===== src/rtl/packet_tx_arbiter_if.sv =====
// Bundle of the two requester ports, the serial TX byte stream and status
// shared between the packet arbiter (master) and its environment (slave).
interface packet_tx_arbiter_if;
    logic        req0_valid;
    logic [15:0] req0_length;
    logic [7:0]  req0_data;
    logic        req0_ready;
    logic        req0_done;

    logic        req1_valid;
    logic [15:0] req1_length;
    logic [7:0]  req1_data;
    logic        req1_ready;
    logic        req1_done;

    logic        out_valid;
    logic [7:0]  out_data;
    logic        out_ready;

    logic [1:0]  grant;
    logic        busy;

    modport master (
        input  req0_valid, req0_length, req0_data,
        output req0_ready, req0_done,
        input  req1_valid, req1_length, req1_data,
        output req1_ready, req1_done,
        output out_valid, out_data,
        input  out_ready,
        output grant, busy
    );

    modport slave (
        output req0_valid, req0_length, req0_data,
        input  req0_ready, req0_done,
        output req1_valid, req1_length, req1_data,
        input  req1_ready, req1_done,
        input  out_valid, out_data,
        output out_ready,
        input  grant, busy
    );
endinterface


===== src/rtl/packet_tx_arbiter.sv =====
// Round-robin, packet-atomic arbiter merging two requesters onto one TX byte
// stream; each packet is framed as MAGIC, 16-bit big-endian length, payload.
module packet_tx_arbiter #(
    parameter logic [7:0] MAGIC = 8'h51
) (
    input  logic                 clock,
    input  logic                 clear_n,
    packet_tx_arbiter_if.master  bus
);

    typedef enum logic [2:0] {
        ST_IDLE,
        ST_MAGIC,
        ST_LEN_HI,
        ST_LEN_LO,
        ST_PAYLOAD
    } state_t;

    state_t      state;
    state_t      next_state;
    logic        owner;
    logic        last_served;
    logic [15:0] remaining;

    logic        any_valid;
    logic        pick;
    logic        owner_valid;
    logic [7:0]  owner_data;
    logic        out_valid_c;
    logic [7:0]  out_data_c;
    logic        ready_c;
    logic        packet_end;
    logic        payload_xfer;

    assign any_valid   = bus.req0_valid | bus.req1_valid;
    assign owner_valid = owner ? bus.req1_valid : bus.req0_valid;
    assign owner_data  = owner ? bus.req1_data  : bus.req0_data;

    // A tie goes to whichever requester was not served most recently.
    always_comb begin
        pick = 1'b0;
        if (bus.req0_valid && bus.req1_valid) begin
            pick = ~last_served;
        end else if (bus.req1_valid) begin
            pick = 1'b1;
        end
    end

    always_comb begin
        next_state   = state;
        out_valid_c  = 1'b0;
        out_data_c   = 8'h00;
        ready_c      = 1'b0;
        packet_end   = 1'b0;
        payload_xfer = 1'b0;
        case (state)
            ST_IDLE: begin
                if (any_valid) begin
                    next_state = ST_MAGIC;
                end
            end
            ST_MAGIC: begin
                out_valid_c = 1'b1;
                out_data_c  = MAGIC;
                if (bus.out_ready) begin
                    next_state = ST_LEN_HI;
                end
            end
            ST_LEN_HI: begin
                out_valid_c = 1'b1;
                out_data_c  = remaining[15:8];
                if (bus.out_ready) begin
                    next_state = ST_LEN_LO;
                end
            end
            ST_LEN_LO: begin
                out_valid_c = 1'b1;
                out_data_c  = remaining[7:0];
                if (bus.out_ready) begin
                    if (remaining == 16'd0) begin
                        packet_end = 1'b1;
                        next_state = ST_IDLE;
                    end else begin
                        next_state = ST_PAYLOAD;
                    end
                end
            end
            ST_PAYLOAD: begin
                out_valid_c  = owner_valid;
                out_data_c   = owner_data;
                ready_c      = bus.out_ready;
                payload_xfer = owner_valid & bus.out_ready;
                if (payload_xfer && remaining == 16'd1) begin
                    packet_end = 1'b1;
                    next_state = ST_IDLE;
                end
            end
            default: begin
                next_state = ST_IDLE;
            end
        endcase
    end

    // Header bytes are read back from the latched count; it only starts
    // counting down once payload bytes move.
    always_ff @(posedge clock or negedge clear_n) begin
        if (!clear_n) begin
            state       <= ST_IDLE;
            owner       <= 1'b0;
            last_served <= 1'b1;
            remaining   <= 16'd0;
        end else begin
            state <= next_state;
            if (state == ST_IDLE && any_valid) begin
                owner     <= pick;
                remaining <= pick ? bus.req1_length : bus.req0_length;
            end else if (payload_xfer) begin
                remaining <= remaining - 16'd1;
            end
            if (packet_end) begin
                last_served <= owner;
            end
        end
    end

    assign bus.out_valid  = out_valid_c;
    assign bus.out_data   = out_data_c;
    assign bus.req0_ready = ready_c & ~owner;
    assign bus.req1_ready = ready_c & owner;
    assign bus.req0_done  = packet_end & ~owner;
    assign bus.req1_done  = packet_end & owner;
    assign bus.grant      = (state == ST_IDLE) ? 2'b00 : (owner ? 2'b10 : 2'b01);
    assign bus.busy       = (state != ST_IDLE);

endmodule


===== src/flat_wrapper.sv =====
// flat-port wrapper written by rule: the top's interface ports become plain ports
module packet_tx_arbiter_flat 
#(
    parameter logic [7:0] MAGIC = 8'h51
)
  (clock, clear_n, bus_req0_valid, bus_req0_length, bus_req0_data, bus_req0_ready, bus_req0_done, bus_req1_valid, bus_req1_length, bus_req1_data, bus_req1_ready, bus_req1_done, bus_out_valid, bus_out_data, bus_out_ready, bus_grant, bus_busy);
  packet_tx_arbiter_if bus_i ();
  input  logic clock;
  input  logic clear_n;
  input wire logic [$bits(bus_i.req0_valid)-1:0] bus_req0_valid;
  input wire logic [$bits(bus_i.req0_length)-1:0] bus_req0_length;
  input wire logic [$bits(bus_i.req0_data)-1:0] bus_req0_data;
  output wire logic [$bits(bus_i.req0_ready)-1:0] bus_req0_ready;
  output wire logic [$bits(bus_i.req0_done)-1:0] bus_req0_done;
  input wire logic [$bits(bus_i.req1_valid)-1:0] bus_req1_valid;
  input wire logic [$bits(bus_i.req1_length)-1:0] bus_req1_length;
  input wire logic [$bits(bus_i.req1_data)-1:0] bus_req1_data;
  output wire logic [$bits(bus_i.req1_ready)-1:0] bus_req1_ready;
  output wire logic [$bits(bus_i.req1_done)-1:0] bus_req1_done;
  output wire logic [$bits(bus_i.out_valid)-1:0] bus_out_valid;
  output wire logic [$bits(bus_i.out_data)-1:0] bus_out_data;
  input wire logic [$bits(bus_i.out_ready)-1:0] bus_out_ready;
  output wire logic [$bits(bus_i.grant)-1:0] bus_grant;
  output wire logic [$bits(bus_i.busy)-1:0] bus_busy;
  assign bus_i.req0_valid = bus_req0_valid;
  assign bus_i.req0_length = bus_req0_length;
  assign bus_i.req0_data = bus_req0_data;
  assign bus_req0_ready = bus_i.req0_ready;
  assign bus_req0_done = bus_i.req0_done;
  assign bus_i.req1_valid = bus_req1_valid;
  assign bus_i.req1_length = bus_req1_length;
  assign bus_i.req1_data = bus_req1_data;
  assign bus_req1_ready = bus_i.req1_ready;
  assign bus_req1_done = bus_i.req1_done;
  assign bus_out_valid = bus_i.out_valid;
  assign bus_out_data = bus_i.out_data;
  assign bus_i.out_ready = bus_out_ready;
  assign bus_grant = bus_i.grant;
  assign bus_busy = bus_i.busy;
  packet_tx_arbiter #(.MAGIC(MAGIC)) u_core (.clock(clock), .clear_n(clear_n), .bus(bus_i));
endmodule

===== config.mk =====
export PLATFORM = sky130hd
export DESIGN_NAME = packet_tx_arbiter_flat
export DESIGN_NICKNAME = d
export VERILOG_FILES = /design/src/rtl/packet_tx_arbiter_if.sv /design/src/rtl/packet_tx_arbiter.sv /design/src/flat_wrapper.sv
export SDC_FILE = /design/constraint.sdc
export NUM_CORES = 1
export LEC_CHECK = 0
export CORE_MARGIN = 8
export CORE_UTILIZATION = 47
export DETAILED_ROUTE_END_ITERATION = 10
export PLACE_DENSITY = 0.94
export SKIP_CTS_REPAIR_TIMING = 1
export SLEW_MARGIN = 20
export SYNTH_ARGS = -nofsm -noshare
export SYNTH_HDL_FRONTEND = slang
export SYNTH_SLANG_ARGS = --single-unit
export TNS_END_PERCENT = 50

===== constraint.sdc =====
create_clock -name clock -period 3.9 [get_ports clock]
set_input_delay 0.585 -clock clock [delete_from_list [all_inputs] [get_ports clock]]
set_output_delay 0.585 -clock clock [all_outputs]
set_load 0.05 [all_outputs]

; ---- Yosys cells after proc, flatten, opt, wreduce, memory -nomap -nowiden
; Index checks and enable logic that the tools add are counted.
[op_classes]
addsub = 1
n_eq_ne = 10
mux = 24
bitwise = 8
n_reduce_logical = 9
[op_table]
columns = operator, n
row1 = 16-bit 2-to-1 mux, 3
row2 = 8-bit case mux with 4 select lines, 1
row3 = 3-bit 2-to-1 mux, 6
row4 = 16-bit by 1-bit == test with 1-bit output (second input constant), 1
row5 = 16-bit logical NOT, 1
row6 = 16-bit by 1-bit subtractor with 16-bit output (second input constant), 1
row7 = 3-bit case mux with 5 select lines, 1
row8 = 1-bit 2-to-1 mux, 8
row9 = 8-bit 2-to-1 mux, 1
row10 = 3-bit by 2-bit == test with 1-bit output (second input constant), 2
row11 = 2-bit inequality test (second input constant), 3
row12 = 1-bit AND, 5
row13 = 5-bit AND reduction, 1
row14 = 2-bit 2-to-1 mux, 2
row15 = 2-bit by 1-bit inequality test with 1-bit output (second input constant), 2
row16 = 1-bit case mux with 2 select lines, 2
row17 = 3-bit by 1-bit == test with 1-bit output (second input constant), 1
row18 = 3-bit == test (second input constant), 1
row19 = 1-bit logical AND, 3
row20 = 3-bit logical NOT, 1
row21 = 3-bit nonzero test, 1
row22 = 3-bit OR reduction, 1
row23 = 1-bit NOT, 2
row24 = 2-bit nonzero test, 1
row25 = 1-bit OR, 1
[word_totals]
reg_bits = 21
input_bits = 53
output_inout_bits = 16
wordCells = 56

; ---- Logic depth before layout (Yosys ltp)
; Gate-level depths: netlist of the first run.
[logic_depth]
word_depth = 6
ltp_mapped = 6
mapped_depth_nobuf = 6

; ---- Worst setup path after synthesis of the first run
; OpenSTA, ideal clock, no wires.
[synth_timing]
path_type = register -> output
from = register u_core.state[0]
to = output port bus_out_valid
arrival_time_ps = 2101
required_ps = 3315
setup_slack_ps = 1214
stages_incl_launch_ff = 5
n_path_buf = 2
cell_sequence = dfrtp_1 -> clkbuf_1 -> clkbuf_1 -> nor2_1 -> o21ai_0
[synth_via]
elab_chain_cells = 3
elab_cells_between_ends = 6
classes_between = eq/ne: 4 / mux: 1 / reduce/logical: 1
[synth_lines]
columns = element, line
row1 = "start, declared", packet_tx_arbiter.sv:19  ; state_t state;
row2 = "start signal, assigned", packet_tx_arbiter.sv:113  ; state <= next_state;
row3 = 3-bit by 1-bit == test with 1-bit output / 3-bit by 2-bit == test with 1-bit output (equally long branches), packet_tx_arbiter.sv:56  ; case (state)
row4 = 3-bit OR reduction (no line), --
row5 = 1-bit case mux with 2 select lines *, packet_tx_arbiter.sv:56
row6 = "end, declared", flat_wrapper.sv:20  ; output wire logic [$bits(bus_i.out_valid)-1:0] bus_out_valid;
; Mark *: on every way between the ends. The rest lies on a longest branch, timed or not.

; ---- Worst setup path after layout of the first run
[layout_timing]
from = register u_core.remaining[11]
to = output port bus_req0_done
[layout_via]
elab_chain_cells = 5
elab_cells_between_ends = 8
classes_between = eq/ne: 1 / mux: 4 / bitwise: 1 / reduce/logical: 2
[layout_lines]
columns = element, line
row1 = "start, declared", packet_tx_arbiter.sv:23  ; logic [15:0] remaining;
row2 = "start signal, assigned", packet_tx_arbiter.sv:116  ; remaining <= pick ? bus.req1_length : bus.req0_length;
row3 = "start signal, assigned", packet_tx_arbiter.sv:118  ; remaining <= remaining - 16'd1;
row4 = 16-bit by 1-bit == test with 1-bit output / 16-bit logical NOT (equally long branches), "packet_tx_arbiter.sv:93, packet_tx_arbiter.sv:80"
row5 = 1-bit logical AND / 1-bit 2-to-1 mux (equally long branches), "packet_tx_arbiter.sv:93, packet_tx_arbiter.sv:80"
row6 = 1-bit 2-to-1 mux (on tied branches), "packet_tx_arbiter.sv:93, packet_tx_arbiter.sv:79"
row7 = 1-bit case mux with 2 select lines *, packet_tx_arbiter.sv:56
row8 = 1-bit AND *, packet_tx_arbiter.sv:130  ; assign bus.req0_done = packet_end & ~owner;
row9 = "end, declared", flat_wrapper.sv:14  ; output wire logic [$bits(bus_i.req0_done)-1:0] bus_req0_done;
; Marks and branches as above.

==> metrics.md, run 1 <==
| Metric | Value |
|---|---|
| Fmax | `294.3 MHz` |
| CP peak stage delay | `0.82 ns` |
| Critical-path cell list | `nor4_1, and2b_2, o2111ai_1, nor2_1, clkdlybuf4s50_1` |
| Fillcell total | `278` |
| CP endpoint kind | `output pin` |
| Final Hold Fails | `0` |
| Crit-path slowest cell | `clkdlybuf4s50_1` |
| Die H | `76.06 um` |
| Number of global-route vias before repair | `1709` |
| Design Area, Final | `0.002435 mm2` |
| WHS Path Cells | `2` |
| Worst VDD drop | `0.2561 mV` |
| Post-route DRC violation count | `0` |
| Seq/Total Area, Yosys | `0.3107` |
| Max_cap viols | `0` |
| R2R Path End | `u_core.remaining[15]` |
| Final ANT Viol Nets | `0` |
| Top_reg_cell synth | `dfrtp_1` |
| FF+latch count, synth | `21` |
| Final setup viols | `0` |
| Worst Skew | `0.005266 ns` |
| HP Class | `register to register` |
| Most frequent cells in the layout | `clkdlybuf4s50_1 (68), dfrtp_1 (20), mux2i_1 (17)` |
| DP Wirelength | `3856 um` |
| Post-synthesis net count | `244` |
| RSZ-0062 raised after global routing | `false` |
| Worst R2R Start | `u_core.state[0]` |
| GRT Total Usage | `0.1635` |
| Minimum clock period | `3.398 ns` |
| Share of layout cells above drive strength 1 | `0.1076` |
| Vias | `1754` |
| Register clock-pin slew on the reported worst setup and hold paths | `0.13 ns` |
| EDFF count, synth | `0` |
| Slew Limit Fails | `0` |
| First-pass GRT wire length | `8169 um` |
| Synthesized area per cell | `8.970 um2` |
| CTS Root Cell | `clkbuf_4` |
| Largest net degree at the start of global routing | `34` |
| Hold wc startpoint | `u_core.remaining[8]` |
| Worst path required time | `3.31 ns` |
| Total Power | `1.797 mW` |
| H-tree depth | `1` |
| Cells on worst reg2reg path | `4` |
| DRT Pass-1 Iters | `4` |
| Avg WL per Cell | `16.33 um` |
| Yosys cell types | `50` |
| Final #Nets | `307` |
| Ports | `69` |
| Kind of critical path | `register to output pin` |
| CTS tree | `yes` |
| Core Util, Final | `0.6857` |
| Relative slew margins | `0.3441` |
| Startpoint types | `register` |
| Clock sinks | `21` |
| FP Rows | `22` |
| Initial DRC Count | `177` |
| Async set or reset register ratio after synthesis | `1.000` |
| Setup TNS Final | `0 ns` |
| Commonest non-fill, non-tap cell in the layout | `clkdlybuf4s50_1` |
| Post-route worst setup slack | `0.5021 ns` |
| Final Cycle Share | `0.8713` |
| Cts bufs inserted | `3` |
| DP Area | `0.002407 mm2` |
| DRT Wirelength | `4884 um` |
| Post-Syn Area | `0.001695 mm2` |
| Area grow syn2layout | `43.62%` |
| Measured slew at the worst slew-check pin | `0.9808 ns` |
| Routability cong. | `0.8412` |
| Syn Inst Count | `189` |
| Status | `completed` |
| ANT cells | `0` |
| Drt via density | `5.866` |
| Pre-CTS setup slack | `0.5877 ns` |
| Die X | `76.06 um` |
| Latest clock arrival within the worst-skew pair | `0.31 ns` |
| Crit Path Max Fanout | `6` |
| Clock buffer depth | `2` |
| Min-Delay Endpoint | `u_core.remaining[8]` |
| Initial antenna violation count | `0` |
| Crit path DAT | `2.81 ns` |
| Core area | `0.003551 mm2` |
| Die area | `0.005785 mm2` |
| R2r setup slk | `1.54 ns` |
| Buffers added on ports | `68` |
| Initial Util | `0.4774` |
| Total gr overflow | `0` |
| Power Density | `738.2 mW/mm2` |
| Leak | `0.9211 nW` |
| Synth Warn # | `0` |
[logic make-up after synthesis]
logic type      count (synthesis)  share of synthesized area
compound gates                 58                     0.2310
xor+xnor                        5                    0.02583
fa+ha+maj                       2                    0.01476
buf+inv                        18                    0.04575
flops                          21                     0.3107
mux                            23                     0.1402
simple gates                   62                     0.2317
[synthesized netlist by cell type, drive strengths merged (5+ instances only)]
| library cell | number | share of area |
|---|---|---|
| o22ai | 8 | 0.030 |
| o21ai | 6 | 0.018 |
| mux2 | 6 | 0.040 |
| inv | 5 | 0.011 |
| o211ai | 7 | 0.031 |
| clkbuf | 8 | 0.018 |
| or3 | 7 | 0.032 |
| nor2b | 13 | 0.048 |
| nor2 | 10 | 0.022 |
| a31oi | 7 | 0.026 |
| dfrtp | 20 | 0.30 |
| buf | 5 | 0.017 |
| or4 | 5 | 0.026 |
| a211oi | 10 | 0.044 |
| mux2i | 17 | 0.10 |
| nand2 | 5 | 0.011 |
| a21oi | 7 | 0.021 |
[flip-flops by register name (all words and copies together) (netlist names)]
signal	count
u_core.last_served	1
u_core.owner	1
u_core.remaining	16
u_core.state	3
[per-stage QoR]
step / hold slack, ns / std cells
5_1_grt: 0.6366 / 299
3_3_place_gp: 0.5790 / 295
3_5_place_dp: 0.6051 / 295
2_1_floorplan: 0.2894 / 189
4_1_cts: 0.6274 / 299
6_report: 0.6258 / 299
[where the power goes]
| part | internal, mW | leakage (nW) | switching [mW] |
|---|---|---|---|
| clock network | 0.0383 | 0.0177 | 0.0724 |
| registers | 0.321 | 0.245 | 0.173 |
| logic | 0.479 | 0.658 | 0.713 |
| total | 0.839 | 0.921 | 0.959 |
[critical path: cells and delay by family (launching register included)]
kind | cells | cell delay [ns]
buf+inv | 1 | 0.82
simple gates | 3 | 1.05
flops | 1 | 0.45
compound gates | 1 | 0.18
[worst max path at each step]
stage | from | endpoint | slack, ns | cells after the start
after floorplan | u_core.state[0] | bus_out_valid | 1.21 | 4
after global placement | bus_req0_valid | bus_req0_done | 0.61 | 6
after detailed placement | bus_req0_valid | bus_req0_done | 0.59 | 6
after CTS | u_core.remaining[11] | bus_req0_done | 0.50 | 5
after global routing | u_core.remaining[11] | bus_req1_done | 0.32 | 5
final | u_core.remaining[11] | bus_req0_done | 0.50 | 5
[per-layer routing]
metal / up-vias / GRT usage / share of wire
met3: 7 / 0.03892 / 0.067
met2: 75 / 0.2828 / 0.49
met1: 814 / 0.1979 / 0.43
met4: 0 / 0.03846 / 0.010
li1: 858 / - / -
met5: - / 0 / 0
[area by class of cell]
| type | count | area, um2 | share of cell area |
|---|---|---|---|
| clock buffers | 3 | 22.52 | 0.009250 |
| repair buffers | 71 | 703.2 | 0.2888 |
| inverters | 5 | 18.77 | 0.007708 |
| multi-input cells | 150 | 1099 | 0.4512 |
| clock inverters | 1 | 5.005 | 0.002055 |
| well taps | 48 | 60.06 | 0.02467 |
| flip-flops and latches | 21 | 526.8 | 0.2163 |
No activity file was read; power rests on OpenSTA's default activity.
==> inputs of run 2 (changes only) <==
--- a/config.mk
+++ b/config.mk
@@ -8,6 +8,7 @@
 export CORE_MARGIN = 8
 export CORE_UTILIZATION = 47
 export DETAILED_ROUTE_END_ITERATION = 10
+export GPL_TIMING_DRIVEN = 0
 export PLACE_DENSITY = 0.94
 export SKIP_CTS_REPAIR_TIMING = 1
 export SLEW_MARGIN = 20
==> run 2 against run 1 <==
Sequential share of layout area fell by 0.24 points; combinational power rose by 7%; first-iteration DRC count fell by 18%; count of clock-buffer cells in the layout rose by 1; global-route usage rose by 1.8 points; largest cell class unchanged.
==> metrics.md, run 2 (synthesis gave the netlist of run 1 again) <==
| Metric | Value |
|---|---|
| Status | `completed (unchanged)` |
| Multi-input gate area | `0.001091 mm2 (was 0.001099 mm2)` |
| Final ANT Viol Nets | `0 (unchanged)` |
| First-pass GRT wire length | `8907 um (was 8169 um)` |
| Total gr overflow | `0 (unchanged)` |
| Power Density | `742.4 mW/mm2 (was 738.2 mW/mm2)` |
| Startpoint types | `register (unchanged)` |
| Worst path required time | `3.31 ns (about the same)` |
| Avg WL per Cell | `17.13 um (was 16.33 um)` |
| Drt via density | `5.909 (was 5.866)` |
| Fmax | `288.2 MHz (was 294.3 MHz)` |
| Final #Nets | `317 (was 307)` |
| Largest registers | `u_core.remaining (16), u_core.state (3) (unchanged)` |
| Sw Ratio | `0.5324 (was 0.5334)` |
| Die area | `0.005785 mm2 (unchanged)` |
| Clock power share | `0.059 (was 0.062)` |
| Crit path DAT | `2.88 ns (was 2.81 ns)` |
| Share of layout cells above drive strength 1 | `0.09579 (was 0.1076)` |
| Kind of critical path | `register to output pin (unchanged)` |
| Comb power frac | `0.697 (was 0.663)` |
| Largest net degree at the start of global routing | `22 (was 34)` |
| FP Rows | `22 (unchanged)` |
| Final Cycle Share | `0.8897 (was 0.8713)` |
| Design Area, Final | `0.002462 mm2 (was 0.002435 mm2)` |
| HP Class | `register to register (unchanged)` |
| Number of global-route vias before repair | `1822 (was 1709)` |
| Final setup viols | `0 (unchanged)` |
| Commonest non-fill, non-tap cell in the layout | `clkdlybuf4s50_1 (unchanged)` |
| Setup TNS Final | `0 ns (unchanged)` |
| Clock buffer depth | `2 (unchanged)` |
| Switching Power | `973.3 uW (was 958.7 uW)` |
| Initial Util | `0.4774 (unchanged)` |
| Post-route worst setup slack | `0.4302 ns (was 0.5021 ns)` |
| Cts bufs inserted | `3 (unchanged)` |
| Max reg flops | `16 (unchanged)` |
| Fillcell total | `270 (was 278)` |
| Largest Register | `u_core.remaining (unchanged)` |
| Die X | `76.06 um (unchanged)` |
| Max_cap viols | `0 (unchanged)` |
| Area grow syn2layout | `45.24% (was 43.62%)` |
| DP Wirelength | `4259 um (was 3856 um)` |
| Post-route DRC violation count | `0 (unchanged)` |
| Sequential cell area | `526.8 um2 (unchanged)` |
| Minimum clock period | `3.470 ns (was 3.398 ns)` |
| DRT Wirelength | `5293 um (was 4884 um)` |
| ANT cells | `0 (unchanged)` |
| DRT Pass-1 Iters | `5 (was 4)` |
| Leak | `0.9303 nW (was 0.9211 nW)` |
| Register clock-pin slew on the reported worst setup and hold paths | `0.12 ns (was 0.13 ns)` |
| Slew Limit Fails | `0 (unchanged)` |
| CTS tree | `yes (unchanged)` |
| Worst VDD drop | `0.2928 mV (was 0.2561 mV)` |
| Final Hold Fails | `0 (unchanged)` |
| Seq pwr share | `0.244 (was 0.275)` |
| Measured slew at the worst slew-check pin | `0.9904 ns (was 0.9808 ns)` |
| Vias | `1826 (was 1754)` |
| Crit Path Max Fanout | `8 (was 6)` |
| Buffers added on ports | `68 (unchanged)` |
| GRT Total Usage | `0.1813 (was 0.1635)` |
| Core area | `0.003551 mm2 (unchanged)` |
| Latest clock arrival within the worst-skew pair | `0.31 ns (about the same)` |
| CP endpoint kind | `output pin (unchanged)` |
| Worst Skew | `0.003229 ns (was 0.005266 ns)` |
| Pre-CTS setup slack | `0.5653 ns (was 0.5877 ns)` |
| Initial DRC Count | `145 (was 177)` |
| H-tree depth | `1 (unchanged)` |
| Core Util, Final | `0.6934 (was 0.6857)` |
| RSZ-0062 raised after global routing | `false (unchanged)` |
| Initial antenna violation count | `0 (unchanged)` |
| Routability cong. | `0.8882 (was 0.8412)` |
| Die H | `76.06 um (unchanged)` |
| Design internal power | `854.8 uW (was 838.7 uW)` |
| Ports | `69 (unchanged)` |
| Relative slew margins | `0.3377 (was 0.3441)` |
| Clock sinks | `21 (unchanged)` |
| Hold WS | `0.6179 ns (was 0.6258 ns)` |
| DP Area | `0.002436 mm2 (was 0.002407 mm2)` |
| Most frequent cells in the layout | `clkdlybuf4s50_1 (68), dfrtp_1 (20), mux2i_1 (17) (unchanged)` |
| CTS Root Cell | `clkbuf_4 (unchanged)` |
## run 2: cell count changes in the layout (fill, tap and decap cells not counted)
cell	previous run	this run
a21boi_2	1	0
clkinv_2	1	0
clkbuf_1	0	9
buf_2	0	2
o21ai_2	1	0
buf_4	3	2
buf_1	0	1
o21ai_1	0	1
a21boi_1	0	1
## run 2: cell type report
class	instances	share of cell area
tap	48	0.02439
inverter	5	0.007622
buffer	13	0.02388
multi-input combinational	150	0.4431
timing repair buffer	68	0.2764
sequential	21	0.2139
clock buffer	4	0.01067
## run 2: critical path: stages, from the launching register on
cell             delay (ns)
dfrtp_1                0.49
or4_4                  0.61
and2b_2                0.26
o2111ai_1              0.22
nor2_1                 0.16
clkdlybuf4s50_1        0.82
## run 2: metal layers
| layer | wire (um) | GRT usage | vias to the layer above |
|---|---|---|---|
| met3 | 396 | 0.04245 | 8 |
| met1 | 2245 | 0.2249 | 852 |
| met2 | 2586 | 0.3042 | 90 |
| li1 | - | - | 876 |
| met5 | 0 | 0 | - |
| met4 | 64 | 0.05000 | 0 |
## run 2: power groups by stage
stage / registers (mW) / logic [mW] / clock network (mW)
after floorplan: 0.406 / 0.905 / 0
after global placement: 0.438 / 1.25 / 0
after detailed placement: 0.448 / 1.27 / 0
after CTS: 0.442 / 1.28 / 0.109
after global routing: 0.461 / 1.37 / 0.119
final: 0.446 / 1.27 / 0.108
## run 2: stage by stage
stage,power [mW],instances
global placement,1.685,305
floorplan,1.311,189
CTS,1.830,309
detailed placement,1.723,305
finish,1.828,309
global route,1.953,309
## run 2: final timing paths
check | cells past startpoint | slack (ns) | startpoint | endpoint
min | 2 | 0.62 | u_core.remaining[4] | u_core.remaining[4]
min in group asynchronous | 1 | 0.81 | clear_n | u_core.state[1]
max in group asynchronous | 1 | 2.50 | clear_n | u_core.remaining[11]
max | 5 | 0.43 | u_core.remaining[5] | bus_req0_done
max reg2reg | 5 | 1.68 | u_core.remaining[3] | u_core.remaining[7]
min reg2reg | 2 | 0.62 | u_core.remaining[4] | u_core.remaining[4]
